===== src/rtl/chipper_inject_queue.sv =====
// rtl/chipper_inject_queue.sv - local injection FIFO with starvation tracking for the chipper router
module chipper_inject_queue #(
  parameter int DEPTH     = 8,
  parameter int AW        = 3,
  parameter int STARVE_TH = 16,
  parameter int CW        = 8
) (
  input  logic          clk,
  input  logic          rst,
  input  logic [8:0]    core_flit,
  input  logic          core_valid,
  output logic          core_ready,
  output logic [9:0]    inj_flit,
  input  logic          inj_ack,
  output logic          starve,
  output logic [AW:0]   occupancy,
  output logic [15:0]   inj_count
);

  typedef enum logic [1:0] {
    S_IDLE    = 2'd0,
    S_WAIT    = 2'd1,
    S_STARVED = 2'd2
  } state_t;

  localparam logic [AW:0] L_FULL = (AW+1)'(DEPTH);
  localparam logic [CW:0] L_TH   = (CW+1)'(STARVE_TH);

  logic [8:0]    r_mem [DEPTH];
  logic [AW-1:0] r_wr_ptr;
  logic [AW-1:0] r_rd_ptr;
  logic [AW:0]   r_occ;
  logic [15:0]   r_inj_count;
  logic [CW-1:0] r_cnt;
  logic          r_starve;
  state_t        r_state;

  state_t        w_state_nxt;
  logic [CW-1:0] w_cnt_nxt;
  logic [CW-1:0] w_cnt_inc;
  logic          w_cnt_hit;
  logic          w_push;
  logic          w_pop;
  logic          w_remain;
  logic          w_head_valid;

  // Handshake decode; no bypass, so a full queue refuses even when a pop is under way
  always_comb begin
    w_head_valid = (r_occ != '0) & ~rst;
    core_ready   = (r_occ != L_FULL) & ~rst;
    inj_flit     = w_head_valid ? {1'b1, r_mem[r_rd_ptr]} : 10'b0;
    w_push       = core_valid & core_ready;
    w_pop        = inj_flit[9] & inj_ack;
    // a push alongside the pop of the last entry still leaves something to present
    w_remain     = (r_occ > (AW+1)'(1)) | w_push;
  end

  // Flit storage; contents need no reset because occupancy gates visibility
  always_ff @(posedge clk) begin
    if (w_push) r_mem[r_wr_ptr] <= core_flit;
  end

  // Pointers, occupancy and injection counter
  always_ff @(posedge clk or posedge rst) begin
    if (rst) begin
      r_wr_ptr    <= '0;
      r_rd_ptr    <= '0;
      r_occ       <= '0;
      r_inj_count <= '0;
    end else begin
      if (w_push) r_wr_ptr <= r_wr_ptr + AW'(1);
      if (w_pop) begin
        r_rd_ptr    <= r_rd_ptr + AW'(1);
        r_inj_count <= r_inj_count + 16'd1;
      end
      case ({w_push, w_pop})
        2'b10:   r_occ <= r_occ + (AW+1)'(1);
        2'b01:   r_occ <= r_occ - (AW+1)'(1);
        default: r_occ <= r_occ;
      endcase
    end
  end

  // Starvation FSM state, refusal counter and registered starve flag
  always_ff @(posedge clk or posedge rst) begin
    if (rst) begin
      r_state  <= S_IDLE;
      r_cnt    <= '0;
      r_starve <= 1'b0;
    end else begin
      r_state  <= w_state_nxt;
      r_cnt    <= w_cnt_nxt;
      r_starve <= (w_state_nxt == S_STARVED);
    end
  end

  // Next-state logic; the threshold compare looks one refusal ahead so starve lands on time
  always_comb begin
    w_state_nxt = r_state;
    w_cnt_nxt   = r_cnt;
    w_cnt_inc   = (r_cnt == '1) ? r_cnt : r_cnt + CW'(1);
    w_cnt_hit   = ((CW+1)'(r_cnt) + (CW+1)'(1)) == L_TH;
    case (r_state)
      S_IDLE: begin
        w_cnt_nxt = '0;
        if (w_push) w_state_nxt = S_WAIT;
      end
      S_WAIT: begin
        if (w_pop) begin
          w_cnt_nxt   = '0;
          w_state_nxt = w_remain ? S_WAIT : S_IDLE;
        end else begin
          w_cnt_nxt = w_cnt_inc;
          if (w_cnt_hit) w_state_nxt = S_STARVED;
        end
      end
      S_STARVED: begin
        if (w_pop) begin
          w_cnt_nxt   = '0;
          w_state_nxt = w_remain ? S_WAIT : S_IDLE;
        end else begin
          w_cnt_nxt = w_cnt_inc;
        end
      end
      default: begin
        w_state_nxt = S_IDLE;
        w_cnt_nxt   = '0;
      end
    endcase
  end

  // Output drive
  always_comb begin
    starve    = r_starve;
    occupancy = r_occ;
    inj_count = r_inj_count;
  end

endmodule


===== config.mk =====
export PLATFORM = sky130hd
export DESIGN_NAME = chipper_inject_queue
export DESIGN_NICKNAME = d
export VERILOG_FILES = /design/src/rtl/chipper_inject_queue.sv
export SDC_FILE = /design/constraint.sdc
export NUM_CORES = 1
export LEC_CHECK = 0
export BUFFER_PORTS_ARGS = -buffer_cell sky130_fd_sc_hd__buf_2
export CORE_UTILIZATION = 25
export CTS_BUF_LIST = sky130_fd_sc_hd__clkbuf_16
export CTS_CLUSTER_SIZE = 10
export DETAILED_ROUTE_END_ITERATION = 12
export SLEW_MARGIN = 15
export SYNTH_ARGS = -nofsm -noshare
export SYNTH_HDL_FRONTEND = slang
export SYNTH_SLANG_ARGS = --single-unit

===== constraint.sdc =====
create_clock -name clk -period 2.4 [get_ports clk]
set_input_delay 0.48 -clock clk [delete_from_list [all_inputs] [get_ports clk]]
set_output_delay 0.48 -clock clk [all_outputs]
set_load 0.1 [all_outputs]

* Word-level counts from Yosys, hierarchy flattened
Memories as Yosys holds them, arrays and structs flattened.
Index checks and enable logic that the tools add are counted.
Widths: inputs -> output; s select.
** Cells by class
- Reduce and logical (&&, ||, !) cells :: 4
- Multiplexer cells :: 13
- Equality and inequality tests :: 9
- $add $sub $neg :: 7
- Order comparisons :: 1
- Bitwise logic cells :: 6
** Operators by type and width (count)
- $mux 8 :: 3
- $add 16x1->16 const B :: 1
- $mux 10 :: 1
- $add 8x1->9 const B :: 1
- $eq 9x5->1 const B :: 1
- $add 8x1->8 const B :: 1
- $eq 8x8->1 const B :: 1
- $mux 2 :: 4
- $pmux 4 s2 :: 1
- $add 3x1->3 const B :: 2
- $eq 2x2->1 const B :: 3
- $pmux 2 s3 :: 1
- $add 4x1->4 const B :: 1
- $and 1x1->1 :: 4
- $eq 2x1->1 const B :: 2
- $gt 4x1->1 const B :: 1
- $ne 4x4->1 const B :: 1
- $reduce_bool 4->1 :: 1
- $sub 4x1->4 const B :: 1
- $mux 1 :: 3
- $ne 3x3->1 const B :: 1
- $logic_not 2->1 :: 1
- $reduce_bool 2->1 :: 1
- $reduce_or 2->1 :: 1
- 2 further kinds :: 2
** Storage, ports and cells
- Input bits :: 13
- Bits in registers :: 37
- Word-level logic and storage cells :: 48
- Bits in writable memories :: 72
- Memories kept :: 1
** Memories
- r_mem :: depth 8, bits a word 9, read ports 1, clocked after Yosys merged registers in 0, wr ports 1, RTL line 29 : logic [8:0] r_mem [DEPTH];

* Logic depth before layout (Yosys ltp)
- Depth after elaboration :: 8
- Gate-level depth with buffers :: 10

* Least setup slack after synthesis
No wires, ideal clock.
- Path kind :: register -> output
- Start :: reg r_occ[0], in the netlist occupancy[0]
- End :: out inj_flit[0]
- Cell stages (with the launch flop) :: 7
- Buffers on the path :: 1
- Setup slack :: -1.304 ns
- Arrival :: 3.224 ns
- Path through :: dfrtp_1 inv_1 ha_1 or3b_1 buf_6 nand2_1 nor2_1
** On the way
- Longest elaborated chain between the ends :: 3
** RTL lines
- start, declared :: RTL line 32 : logic [AW:0] r_occ;
- start signal, assigned :: RTL line 77 : 2'b10: r_occ <= r_occ + (AW+1)'(1);
- start signal, assigned :: RTL line 78 : 2'b01: r_occ <= r_occ - (AW+1)'(1);
- start signal, assigned :: RTL line 79 : default: r_occ <= r_occ;
- $reduce_bool 4->1 :: RTL line 49 : w_head_valid = (r_occ != '0) & ~rst;
- $and 1x1->1 :: RTL line 49
- $mux 10 :: RTL line 51 : inj_flit = w_head_valid ? {1'b1, r_mem[r_rd_ptr]} : 10'b0;
- end, declared :: RTL line 13 : output logic [9:0] inj_flit,
No other way between the ends.

* Worst setup path after layout
- Start :: reg r_rd_ptr[0]
- End :: out inj_flit[6]
** On the way
- Longest elaborated chain between the ends :: 2
** RTL lines
- start, declared :: RTL line 31 : logic [AW-1:0] r_rd_ptr;
- start signal, assigned :: RTL line 73 : r_rd_ptr <= r_rd_ptr + AW'(1);
- $mem_v2 8x9
- $mux 10 :: RTL line 51
No other way between the ends.

==> out/summary.txt <==
Detailed Route Iter0 Violations: 265
Top delay family on crit path: multiplexers
worst min-delay path category: input port to asynchronous set/reset pin
top-count cell post-synth: edfxtp_1
Mean Syn Cell Area: 14.8 sq um
final net count: 420
fraction of registers with async set or reset after synthesis: 33.9%
Leak Pwr: 2.29 nW
overall routing resource usage: 11.0%
Critical Path Sink Type: primary output
drt first pass iters: 4
Final ANT Viol Nets: 0
Worst-Margin Slew: 618 ps
WL final: 10100 microns
Worst setup SP type: flop
outcome: finished, violations left
Crit Path Max Fanout: 10
maxcap violations: 0
clock-pin slew on the worst setup and hold paths: 80 ps
TritonCTS buffer count: 9
area leader, netlist: edfxtp_1
crit path cell chain: buf_12, mux4_2, mux2i_2, nor2_4, buf_12
crit path max-delay cell type: mux4_2
number of global-route vias before repair: 3090
R2R Path Start: occupancy[1]
clock root cell: clkbuf_16
multi-input combinational cell area: 0.00179 sq mm
first-pass GRT wire length: 16400 microns
Layout area overhead: 28.7%
period utilization: 100%
filler cell count: 1790
# setup viols final: 1
ant diodes: 0
largest net degree at the start of global routing: 28
HPWL after detailed placement: 6770 microns
Post-synth top flop: edfxtp_1
Setup crit start: r_rd_ptr[0]
critical path arrival: 1930 ps
share of cells above drive strength 1: 35.8%
starting density of the core: 25.6%
area share of the largest cell type after synthesis: 45.2%
chip height: 140 microns
Final WS setup: -9.53 ps
IO Pins: 45
gp weighted congestion: 0.789
Max Buffers Root-to-Sink: 2
die area: 0.0197 sq mm
final hold vios: 0
CP bufs+invs: 2
synthesized area: 0.00479 sq mm
#FFs+latches synth: 109
final slew viol count: 0
initial antenna violation count: 0
slowest stage delay, CP: 530 ps
Clk Latency, worst-skew pair: 350 ps
Critical Path RT: 1920 ps
aggregate global routing overflow: 0
Setup CP Type: flop to primary output
Pwr Density: 1220 mW/mm^2
Rel. slew slack: 58.4%
H-tree Lvls: 3
Rows: 50
CTS tree: yes
FF/Latch Area: 0.00310 sq mm
largest cells by area after synthesis: edfxtp_1 (45%), dfrtp_1 (19%), mux4_2 (8.5%), xnor2_1 (3.3%), ha_1 (3.1%)
clk sinks: 109
Ys Warns: 0
most used cell, CP: buf_12
Vias: 2924
syn nets: 348
library cells used by synthesis: 47
fmax: 415 MHz
PortBufs: 44
failing checks: negative setup slack
Core Footprint: 0.0187 sq mm
Period minus WS final: 2410 ps
Hold Buf Count CTS: 0
RSZ-0062 raised after global routing: yes
final hold slack: 381 ps
Horiz. Die Dim: 140 microns
sequential-to-total area share from yosys stat: 64.5%
Via density: 4.61
VDD IR max: 0.485 mV
setup TNS: -9.53 ps
DR WL/cell: 16.0 microns
top cells by count, synth: edfxtp_1 (72), dfrtp_1 (37), nand2_1 (27)
Post-synth EDFFs: 72
Remaining DRCs: 0
Post-Syn Instances: 323
Setup Skew: 10.2 ps
-- state kept, by name (all words and copies together) (netlist names) --
register,cells
inj_count,16
occupancy,4
r_cnt,8
r_mem,72
r_rd_ptr,3
r_state,2
r_wr_ptr,3
starve,1
-- layer usage --
metal	global-route usage [%]	part of all wire, %	vias to the layer above
met3	2.84	4.2	10
met5	0	0	-
met2	18.3	50	75
met4	3.59	1.0	0
met1	13.9	45	1486
li1	-	-	1353
-- metrics by stage --
stage | util [%] | std cells | instance area [sq um] | total power (W) | worst slack (ps)
2_1_floorplan | - | 323 | 4920 | 0.00484 | 4.04
3_3_place_gp | 29.7 | 613 | 5550 | 0.00544 | 104
3_5_place_dp | 29.7 | 613 | 5550 | 0.00549 | 67.6
4_1_cts | 32.9 | 635 | 6150 | 0.00758 | -40.1
5_1_grt | 32.9 | 634 | 6160 | 0.00789 | -77.1
6_report | 32.9 | 634 | 6160 | 0.00752 | -9.53
-- path summary, 6_finish.rpt --
| kind | endpoint | slack, ps | cells past startpoint |
|---|---|---|---|
| hold / removal | r_wr_ptr[2] | 380 | 3 |
| max in group asynchronous | r_cnt[6] | 1650 | 3 |
| setup / recovery | inj_flit[6] | -10 | 5 |
| setup reg to reg | occupancy[3] | 130 | 10 |
| min in group clk | r_mem[2][1] | 400 | 1 |
| hold reg to reg | inj_count[15] | 470 | 1 |
-- placed cells by master (no fill, tap or decap), types with 3 or more instances in the layout --
| cell | count |
|---|---|
| edfxtp_1 | 72 |
| buf_12 | 11 |
| nor3_1 | 3 |
| mux2i_4 | 3 |
| nand2b_1 | 5 |
| and3_1 | 3 |
| nor3_2 | 4 |
| and2_1 | 3 |
| nor2_4 | 9 |
| buf_2 | 34 |
| nand3_1 | 8 |
| dfrtp_2 | 3 |
| a21oi_1 | 7 |
| xnor2_1 | 18 |
| mux4_2 | 18 |
| mux2i_2 | 6 |
| inv_1 | 8 |
| xor2_1 | 9 |
| nand4_1 | 5 |
| mux2i_1 | 4 |
| ha_1 | 11 |
| nand2_1 | 26 |
| clkbuf_16 | 9 |
| nor2_1 | 15 |
| and4_1 | 4 |
| inv_4 | 3 |
| dfrtp_1 | 32 |
| buf_4 | 22 |
| clkinv_8 | 3 |
-- power by group --
group | leakage [nW] | internal [W] | total, W | switching, W
Combinational | 1.00 | 0.00133 | 0.00350 | 0.00217
Clock | 0.154 | 0.000761 | 0.00153 | 0.000767
Sequential | 1.13 | 0.00226 | 0.00249 | 0.000236
Total | 2.29 | 0.00434 | 0.00752 | 0.00317
-- kinds of logic (layout without fill, tap and decap cells) --
logic type | after synthesis | after routing | share of synthesized area, %
mux | 31 | 31 | 11.2
flops | 109 | 109 | 64.5
buf+inv | 23 | 99 | 2.51
simple gates | 98 | 99 | 10.3
xor+xnor | 27 | 27 | 4.94
compound gates | 23 | 23 | 3.42
fa+ha+maj | 12 | 12 | 3.14
-- worst register-to-register path, cell delays in order (launching register included) --
cell	delay, ps
dfrtp_4	500
inv_4	70
ha_4	120
or3b_4	460
buf_4	200
nand2_4	50
inv_1	50
ha_1	240
nand4b_1	190
a21oi_1	160
xor2_1	150
-- layout make-up --
cell class / instances / share of cell area (%)
sequential: 109 / 50.3
multi-input combinational: 192 / 29.1
timing repair buffer: 70 / 9.63
tap: 234 / 4.76
clock buffer: 9 / 3.66
clock inverter: 7 / 1.52
inverter: 13 / 0.996
-- what timing repair did --
item / 4_1_cts / 5_1_grt
setup endpoints to repair: 11 / 10
resized for setup: 58 / 7
pin swaps: 5 / 1
gates cloned: 2 / 0
setup buffers: 4 / 0
(Power assumes the default switching activity.)
